**config.mk**
```make
export PLATFORM = sky130hd
export DESIGN_NAME = bus6502_initiator
export DESIGN_NICKNAME = d
export VERILOG_FILES = /design/src/rtl/bus6502_initiator.sv
export SDC_FILE = /design/constraint.sdc
export NUM_CORES = 1
export LEC_CHECK = 0
export BUFFER_PORTS_ARGS = -buffer_cell sky130_fd_sc_hd__buf_2
export CORE_MARGIN = 10
export CORE_UTILIZATION = 49
export DETAILED_ROUTE_END_ITERATION = 6
export GPL_TIMING_DRIVEN = 1
export PLACE_DENSITY = 0.77
export SLEW_MARGIN = 10
export SYNTH_ARGS = -nofsm -noshare
export SYNTH_HDL_FRONTEND = slang
export SYNTH_SLANG_ARGS = --single-unit
```
**constraint.sdc**
```tcl
create_clock -name clk -period 2.4 [get_ports clk]
set_input_delay 0.24 -clock clk [delete_from_list [all_inputs] [get_ports clk]]
set_output_delay 0.24 -clock clk [all_outputs]
set_load 0.02 [all_outputs]
```
**src/rtl/bus6502_initiator.sv**
```systemverilog
`default_nettype none
// bus6502_initiator: issues single 6502 bus read/write cycles (PHI2, adr, R/W, data)
// from a valid/ready command port, with a stretched PHI2-high on the YMF window.
module bus6502_initiator #(
    parameter int PH_LEN    = 1,
    parameter int YMF_EXTRA = 2
) (
    input  logic        clk,
    input  logic        rst,
    input  logic        cmd_valid,
    output logic        cmd_ready,
    input  logic        cmd_rw,
    input  logic [15:0] cmd_addr,
    input  logic [7:0]  cmd_wdata,
    output logic        rsp_valid,
    output logic [7:0]  rsp_rdata,
    output logic        phi2,
    output logic [15:0] adr,
    output logic        rw,
    output logic [7:0]  dout,
    output logic        dout_oe,
    input  logic [7:0]  din,
    output logic [7:0]  ram_bank,
    output logic [7:0]  rom_bank
);

    typedef enum logic [1:0] {
        IDLE = 2'd0,
        PH1  = 2'd1,
        PH2  = 2'd2
    } state_t;

    // Counter is loaded with (length - 1) and the phase ends when it reaches zero.
    localparam logic [4:0] PH_LAST  = 5'(PH_LEN - 1);
    localparam logic [4:0] YMF_LAST = 5'(PH_LEN + YMF_EXTRA - 1);

    state_t      state;
    logic [4:0]  phase_cnt;
    logic        lat_rw;
    logic [15:0] lat_addr;
    logic [7:0]  lat_wdata;
    logic        lat_ymf;

    always_ff @(posedge clk) begin
        if (!rst) begin
            state     <= IDLE;
            phase_cnt <= 5'd0;
            lat_rw    <= 1'b1;
            lat_addr  <= 16'h0000;
            lat_wdata <= 8'h00;
            lat_ymf   <= 1'b0;
            cmd_ready <= 1'b1;
            rsp_valid <= 1'b0;
            rsp_rdata <= 8'h00;
            phi2      <= 1'b0;
            adr       <= 16'h0000;
            rw        <= 1'b1;
            dout      <= 8'h00;
            dout_oe   <= 1'b0;
            ram_bank  <= 8'h00;
            rom_bank  <= 8'h00;
        end else begin
            case (state)
                IDLE: begin
                    rsp_valid <= 1'b0;
                    if (cmd_valid) begin
                        state     <= PH1;
                        phase_cnt <= PH_LAST;
                        lat_rw    <= cmd_rw;
                        lat_addr  <= cmd_addr;
                        lat_wdata <= cmd_wdata;
                        lat_ymf   <= (cmd_addr[15:1] == 15'h4FA0);
                        cmd_ready <= 1'b0;
                        adr       <= cmd_addr;
                        rw        <= cmd_rw;
                    end
                end
                PH1: begin
                    if (phase_cnt == 5'd0) begin
                        state     <= PH2;
                        phase_cnt <= lat_ymf ? YMF_LAST : PH_LAST;
                        phi2      <= 1'b1;
                        if (!lat_rw) begin
                            dout    <= lat_wdata;
                            dout_oe <= 1'b1;
                        end
                    end else begin
                        phase_cnt <= phase_cnt - 5'd1;
                    end
                end
                PH2: begin
                    if (phase_cnt == 5'd0) begin
                        state     <= IDLE;
                        phase_cnt <= 5'd0;
                        phi2      <= 1'b0;
                        dout_oe   <= 1'b0;
                        rw        <= 1'b1;
                        cmd_ready <= 1'b1;
                        rsp_valid <= 1'b1;
                        rsp_rdata <= lat_rw ? din : 8'h00;
                        if (!lat_rw && lat_addr == 16'h0000) ram_bank <= lat_wdata;
                        if (!lat_rw && lat_addr == 16'h0001) rom_bank <= lat_wdata;
                    end else begin
                        phase_cnt <= phase_cnt - 5'd1;
                    end
                end
                default: begin
                    state     <= IDLE;
                    cmd_ready <= 1'b1;
                    phi2      <= 1'b0;
                    dout_oe   <= 1'b0;
                    rw        <= 1'b1;
                end
            endcase
        end
    end

endmodule
`default_nettype wire

```
==> impl_metrics.yaml, run 1 <==
clocking:
  post_cts_buffers: 0
  holdBufCountCts: 0
  cts_resized: 0
  clockBufferDepth: 2
  clock-sinks: 70
  cts-root-buf: "clkbuf_8"
  insertion_delay_ns: 0.35
  htreeDepth: 3
  cts_tree: "done"
  clk_pin_slew_ns: 0.07
  numCtsBuffers: 9
setup_path:
  critPathMaxFanout: 8
  r2r_slack_ns: 0.25
  crit_start: "state[0]"
  ff2ff_path_depth: 6
  end_kind: "flip-flop"
  critPathArrivalTime_ns: 2.43
  startpoint_type: "flip-flop"
  worstReg2RegEnd: "rom_bank[2]"
  critPathRequiredTime_ns: 2.67
  path_class: "reg2reg"
  crit_end: "rom_bank[2]"
  timing.rr.start: "state[0]"
logic_synthesis:
  seq_area_frac_synth_pct: 48.2
  syn_nets: 366
  ys_warn_count: 0
  avgSynthCellArea_um2: 8.95
  netlist_instances: 325
  ys_types: 34
  async_flop_share_pct: 0
  synthTopCellsByCount: "nand2_1, dfxtp_1, a21boi_0"
  ys_ff_latch: 70
  netlist.area_leader.share_pct: 48.2
  synthTopCellsByArea: "dfxtp_1, nand2_1, a21boi_0"
  synthesis.area_um2: 2910
  synthMostInstantiatedCell: "nand2_1"
  synth-edff-count: 0
  ys.flop_type: "dfxtp_1"
  synth_top_area_cell: "dfxtp_1"
pwr:
  ir_drop_mv: 0.401
  power_leakage_nw: 1.62
  powerDensity_nw_per_um2: 716
  power_mw: 2.63
sta:
  tns_ns: 0
  rsz0062_at_grt: "false"
  fin_crit_sh_pct: 89.8
  fin_worst_skew_ns: 0.00680
  fin_crit_ns: 2.15
  slew-limit-headroom_pct: 58.8
  drv_slew: 0
  hold_violations: 0
  max_freq_mhz: 464
  setup_violations: 0
  tightest_slew_ns: 0.617
routing:
  drt-total-wl_mm: 7.54
  first_pass_iters: 4
  wire_per_inst_um: 15.4
  drcViolationCount: 0
  routed-via-count: 2547
  via_per_inst: 5.19
  drtIter0Drc: 79
  ant_nets: 0
finish:
  antennaDiodeCount: 0
  nets: 455
  layout-drive-gt1-share_pct: 27.2
  area_growth_pct: 26.2
job:
  drv_cap: 0
placement:
  port-buffer-count: 88
  gp_congestion: 0.841
  hpwl_mm: 5.56
floorplanning:
  initial_core_util_pct: 51.5
  fp.dieH_um: 97.0
  ioPinCount: 89
  fp.dieW_um: 97.0
  die-area_um2: 9420
  coreArea_um2: 5640
  row_count: 27
status:
  outcome: "completed"
global_route:
  antenna_found_initial: 0
  grt_max_degree: 50
  grt.total_usage_pct: 15.8
  grt_pass1_wl_mm: 12.5
  globalRouteOverflowTotal: 0
  grt_pass1_vias: 2587
worst_hold_path:
  hp-class: "in2reg"
## power by group
group | switching, mW | internal [mW]
combinational | 0.181 | 0.107
clock | 0.433 | 0.669
sequential | 0.0312 | 1.20
total | 0.645 | 1.98
## cell usage in the layout, fill, tap and decap left out, drive strengths merged, types with 7 or more instances in the layout
cell type / count
o21ai: 12
nor2: 7
nor2b: 10
nand3: 13
dfxtp: 70
mux2i: 24
nand2: 88
buf: 94
clkbuf: 13
a21boi: 38
## layer usage
layer / track usage [%] / wire length (um) / vias to the layer above
met1: 18.4 / 3370 / 1183
met2: 25.5 / 3530 / 68
li1: - / - / 1285
met4: 5.98 / 127 / 0
met5: 0 / 0 / -
met3: 5.96 / 513 / 11
## metrics by stage
stage	util (%)	hold slack [ns]	instance area [um^2]	std cells	setup WS [ns]
after global placement	60.9	0.444	3430	475	0.457
after CTS	65.0	0.133	3670	491	0.256
final	65.0	0.130	3670	491	0.245
after global routing	65.0	0.148	3670	491	0.116
after detailed placement	60.9	0.445	3430	475	0.275
after floorplan	-	0.385	2910	325	0.510
## final cells by class
type,instances,area [um^2]
fillers,467,1970
multi-input cells,234,1430
flip-flops and latches,70,1400
repair buffers,94,498
clock buffers,13,169
well taps,72,90.1
clock inverters,3,65.1
inverters,5,18.8
## cell families after synthesis
logic type,count (synthesis),share of synthesized area [%]
adder cells (fa/ha/maj),5,2.15
buffers and inverters,21,2.75
AND/OR/NAND/NOR,143,23.9
flip-flops,70,48.2
AO/OA/AOI/OAI,60,14.2
XOR/XNOR,2,0.603
multiplexers,24,8.26
## worst min path at each step
| stage | startpoint | to | slack, ns | cells after the start |
|---|---|---|---|---|
| after floorplan | cmd_addr[0] | lat_addr[0] | 0.38 | 2 |
| after global placement | ram_bank[7] | ram_bank[7] | 0.44 | 2 |
| after detailed placement | rom_bank[7] | rom_bank[7] | 0.45 | 2 |
| after CTS | cmd_wdata[3] | lat_wdata[3] | 0.13 | 3 |
| after global routing | cmd_addr[8] | lat_addr[8] | 0.15 | 3 |
| final | cmd_wdata[3] | lat_wdata[3] | 0.13 | 3 |
## flip-flops by register name, indices dropped and copies added, names as in the netlist, 2 cells and up
signal     flops
ram_bank       8
lat_wdata      8
rom_bank       8
rsp_rdata      8
lat_addr      16
state          2
dout           8
phase_cnt      5
## critical path, stage by stage, from the launching register on
cell	delay (ns)
dfxtp_1	0.31
inv_1	0.10
ha_1	0.30
nor4b_1	0.33
nand3_1	0.25
nor3_4	0.54
mux2i_1	0.25
No activity file was read; power rests on OpenSTA's default activity.
==> inputs of run 2 (changes only) <==
--- a/config.mk
+++ b/config.mk
@@ -10,7 +10,8 @@
 export CORE_UTILIZATION = 49
 export DETAILED_ROUTE_END_ITERATION = 6
 export GPL_TIMING_DRIVEN = 1
-export PLACE_DENSITY = 0.77
+export PLACE_DENSITY = 0.81
+export SETUP_SLACK_MARGIN = 0.15
 export SLEW_MARGIN = 10
 export SYNTH_ARGS = -nofsm -noshare
 export SYNTH_HDL_FRONTEND = slang
==> run 2 against run 1 <==
Compared with the run above:
- design area is 0.65% higher
- worst hold slack better by 0.018 ns
- non-clock buffer count is 3 higher
- clock power hardly changed
- count of clock-buffer cells in the layout is 2 lower
- core utilization is 0.42 points higher
==> impl_metrics.yaml, run 2 (same netlist as run 1, synthesis figures left out) <==
status:
  outcome: "completed"
global_route:
  grt.total_usage_pct: 15.4
  globalRouteOverflowTotal: 0
  grt_max_degree: 47
  grt_pass1_vias: 2596
  antenna_found_initial: 0
  grt_pass1_wl_mm: 12.4
clocking:
  clockBufferDepth: 2
  clk_pin_slew_ns: 0.07
  numCtsBuffers: 9
  clock-sinks: 70
  cts-root-buf: "clkbuf_8"
  htreeDepth: 3
  holdBufCountCts: 0
  cts_tree: "done"
  insertion_delay_ns: 0.34
sta:
  max_freq_mhz: 488
  tns_ns: 0
  setup_slack_ns: 0.351
  rsz0062_at_grt: "false"
  fin_crit_sh_pct: 85.4
  drv_slew: 0
  setup_violations: 0
  fin_crit_ns: 2.05
  fin_worst_skew_ns: 0.00741
  hold_violations: 0
  slew-limit-headroom_pct: 56.3
  tightest_slew_ns: 0.653
pwr:
  power_leakage_nw: 1.63
  seqPwrFrac_pct: 47.4
  clkPwrFrac_pct: 41.3
  switchingPower_mw: 0.652
  powerDensity_nw_per_um2: 706
  internal_power_mw: 1.95
  power_mw: 2.61
  ir_drop_mv: 0.378
  comb_power_share_pct: 11.3
  swShare_pct: 25.0
worst_hold_path:
  hp-class: "in2reg"
setup_path:
  path_class: "reg2reg"
  worst-path-buf-inv: 2
  startpoint_type: "flip-flop"
  critPathMaxFanout: 7
  crit_family: "simple AND/OR/NAND/NOR gates"
  critPathArrivalTime_ns: 2.31
  cpMaxStageDelayCell: "nor4_4"
  end_kind: "flip-flop"
  critPathRequiredTime_ns: 2.67
  cp_slowest_stage_delay_ns: 0.39
  crit_path_cell_trace: "inv_1, ha_2, nor4b_1, nand3_1, nor4_4, buf_4, mux2i_1"
routing:
  drcViolationCount: 0
  routed-via-count: 2572
  via_per_inst: 5.21
  wire_per_inst_um: 15.4
  ant_nets: 0
  first_pass_iters: 4
  drt-total-wl_mm: 7.61
  drtIter0Drc: 125
finish:
  layout.cells.most_common_list: "nand2_1, buf_2, dfxtp_1"
  seq_area_um2: 1400
  area_growth_pct: 27.0
  largest_reg_flops: 16
  nets: 458
  multi_input_area_um2: 1430
  regMostFlops: "lat_addr"
  fin_cells: 494
  n_fill_cell: 462
  antennaDiodeCount: 0
  layout-drive-gt1-share_pct: 28.2
floorplanning:
  fp.dieW_um: 97.0
  die-area_um2: 9420
  row_count: 27
  ioPinCount: 89
  fp.dieH_um: 97.0
  coreArea_um2: 5640
  initial_core_util_pct: 51.5
placement:
  post-place-cells: 475
  gp_congestion: 0.785
  port-buffer-count: 88
  dp_slack_ns: 0.266
  hpwl_mm: 5.60
job:
  drv_cap: 0
==> run 2: power by group through the flow <==
stage / Clock, mW / Combinational, mW / Sequential, mW
6_report: 1.08 / 0.293 / 1.24
5_1_grt: 1.14 / 0.324 / 1.24
4_1_cts: 1.10 / 0.293 / 1.24
3_5_place_dp: 0 / 0.292 / 1.26
3_3_place_gp: 0 / 0.287 / 1.26
2_1_floorplan: 0 / 0.146 / 1.29
==> run 2: area by class of cell <==
type,instances,area share [%]
Multi-Input combinational cell,234,38.7
Inverter,5,0.508
Timing Repair Buffer,97,14.1
Tap cell,72,2.44
Sequential cell,70,38.0
Clock inverter,5,2.20
Clock buffer,11,4.10
==> run 2: metrics by stage <==
step / hold slack, ns / utilization [%] / instance area (um^2)
after floorplan: 0.385 / - / 2910
after global placement: 0.440 / 60.9 / 3430
after detailed placement: 0.445 / 60.9 / 3430
after CTS: 0.133 / 65.0 / 3670
after global routing: 0.138 / 65.4 / 3690
final: 0.148 / 65.4 / 3690
==> run 2: repair_timing <==
| action | in CTS | in global routing |
|---|---|---|
| buffers inserted | 0 | 3 |
| gates resized for setup | 0 | 1 |
| setup endpoints to repair | 0 | 13 |
| endpoints found under the hold margin | 0 | 0 |
==> run 2: final timing paths <==
check                            startpoint     endpoint  slack [ns]  cells after the start
worst max-delay path               state[0]  ram_bank[5]        0.35                      7
worst min-delay path            cmd_addr[0]  lat_addr[0]        0.15                      3
worst max register to register     state[0]  ram_bank[5]        0.35                      7
worst min register to register  rom_bank[6]  rom_bank[6]        0.46                      2
==> run 2: worst min-delay path: cells and delay by family <==
| family | cells | cell delay, ns |
|---|---|---|
| buffers and inverters | 1 | 0.09 |
| AND/OR/NAND/NOR | 1 | 0.04 |
| AO/OA/AOI/OAI | 1 | 0.06 |
==> run 2: metal layers <==
| layer | GRT usage [%] | vias to the layer above | wire length (um) |
|---|---|---|---|
| li1 | - | 1287 | - |
| met1 | 18.7 | 1182 | 3430 |
| met2 | 24.3 | 95 | 3550 |
| met3 | 4.47 | 8 | 541 |
| met5 | 0 | - | 0 |
| met4 | 7.55 | 0 | 98 |
==> inputs of run 3 (changes only) <==
--- a/config.mk
+++ b/config.mk
@@ -8,6 +8,7 @@
 export BUFFER_PORTS_ARGS = -buffer_cell sky130_fd_sc_hd__buf_2
 export CORE_MARGIN = 10
 export CORE_UTILIZATION = 49
+export CTS_BUF_LIST = sky130_fd_sc_hd__clkbuf_16
 export DETAILED_ROUTE_END_ITERATION = 6
 export GPL_TIMING_DRIVEN = 1
 export PLACE_DENSITY = 0.81
==> run 3 against run 2 <==
Compared with the run above:
- wire length increased by 0.72%
- setup slack got worse by 0.019 ns
- sequential power about the same
- flip-flop and latch count unchanged
- first-iteration DRC count decreased by 10%
- core utilization increased by 1.4 points
- combinational power about the same
- global-route usage increased by 0.36 points
- register-to-register slack got worse by 0.02 ns
- design area increased by 2.2%
- clock skew decreased by 0.0018 ns
- critical endpoint is now ram_bank[6]
- largest cell class unchanged
- largest power group is now clock
==> impl_metrics.yaml, run 3 (same netlist as run 1, synthesis figures left out) <==
floorplanning:
  fp.dieH_um: 97.0
  initial_core_util_pct: 51.5
  row_count: 27
  coreArea_um2: 5640
  fp.dieW_um: 97.0
  die-area_um2: 9420
  ioPinCount: 89
finish:
  nets: 458
  seq_area_um2: 1400
  largest_reg_flops: 16
  antennaDiodeCount: 0
  design_area_um2: 3770
  layout-drive-gt1-share_pct: 27.7
  layout.cells.most_common_list: "nand2_1, buf_2, dfxtp_1"
  area_growth_pct: 29.8
  n_fill_cell: 447
  multi_input_area_um2: 1430
  regMostFlops: "lat_addr"
pwr:
  powerDensity_nw_per_um2: 772
  power_leakage_nw: 1.66
  ir_drop_mv: 0.568
  power_mw: 2.91
placement:
  dp_slack_ns: 0.266
  hpwl_mm: 5.60
  port-buffer-count: 88
  dpl_cell_area_um2: 3430
  gp_congestion: 0.785
routing:
  drtIter0Drc: 112
  routed-via-count: 2565
  wire_per_inst_um: 15.5
  drcViolationCount: 0
  drt-total-wl_mm: 7.67
  via_per_inst: 5.19
  first_pass_iters: 4
  ant_nets: 0
clocking:
  clk_pin_slew_ns: 0.05
  insertion_delay_ns: 0.33
  clockBufferDepth: 2
  numCtsBuffers: 9
  clock-sinks: 70
  cts_tree: "done"
  holdBufCountCts: 0
  cts-root-buf: "clkbuf_16"
  htreeDepth: 3
sta:
  setup_violations: 0
  fin_worst_skew_ns: 0.00560
  fin_crit_sh_pct: 86.1
  hold_violations: 0
  tns_ns: 0
  fin_crit_ns: 2.07
  slew-limit-headroom_pct: 57.0
  max_freq_mhz: 484
  drv_slew: 0
  setup_slack_ns: 0.333
  rsz0062_at_grt: "false"
  tightest_slew_ns: 0.643
setup_path:
  startpoint_type: "flip-flop"
  critPathMaxFanout: 7
  critPathRequiredTime_ns: 2.65
  path_class: "reg2reg"
  critPathArrivalTime_ns: 2.32
  end_kind: "flip-flop"
global_route:
  antenna_found_initial: 0
  grt_pass1_wl_mm: 12.5
  grt.total_usage_pct: 15.8
  globalRouteOverflowTotal: 0
  grt_max_degree: 47
  grt_pass1_vias: 2600
job:
  drv_cap: 0
status:
  outcome: "completed"
worst_hold_path:
  hp-class: "in2reg"
==> run 3: timing repair <==
action                                  in CTS  in global routing
gates resized for setup                      0                  1
endpoints found under the setup margin       0                 13
buffers inserted                             0                  3
==> run 3: metal layers <==
layer,share of wire (%),up-vias,wire [um],track usage [%]
met4,2.0,0,152,7.89
met1,45,1184,3420,19.0
li1,-,1285,-,-
met2,47,84,3580,24.6
met3,6.7,12,516,4.97
met5,0,-,0,0
==> run 3: worst max-delay path, stage by stage, from the launching register on <==
cell and delay, ns:
dfxtp_1 0.31, inv_1 0.10, ha_2 0.26, nor4b_1 0.27, nand3_1 0.24, nor4_4 0.39, buf_4 0.23, mux2i_1 0.19
==> run 3: area by class of cell <==
class                           instances  area share (%)
Sequential cell                        70            37.1
Timing Repair Buffer                   97            13.8
Multi-Input combinational cell        234            37.9
Inverter                                5           0.497
Clock inverter                          7            2.35
Tap cell                               72            2.39
Clock buffer                            9            5.97
==> run 3: final timing paths <==
kind | cells after the start | to | slack (ns) | from
worst max register to register | 7 | ram_bank[6] | 0.33 | state[0]
worst min register to register | 2 | rom_bank[6] | 0.45 | rom_bank[6]
worst max-delay path | 7 | ram_bank[6] | 0.33 | state[0]
worst min-delay path | 3 | lat_wdata[0] | 0.16 | cmd_wdata[0]
==> run 3: report_power, final <==
part | internal [mW] | switching, mW | total, mW
registers | 1.21 | 0.0319 | 1.24
clock network | 0.901 | 0.482 | 1.38
logic | 0.108 | 0.186 | 0.294
total | 2.22 | 0.700 | 2.91
==> run 3: metrics by stage <==
step / utilization, % / hold slack (ns) / cells
6_report: 66.9 / 0.163 / 494
4_1_cts: 66.4 / 0.161 / 491
3_3_place_gp: 60.9 / 0.440 / 475
2_1_floorplan: - / 0.385 / 325
5_1_grt: 66.9 / 0.162 / 494
3_5_place_dp: 60.9 / 0.445 / 475
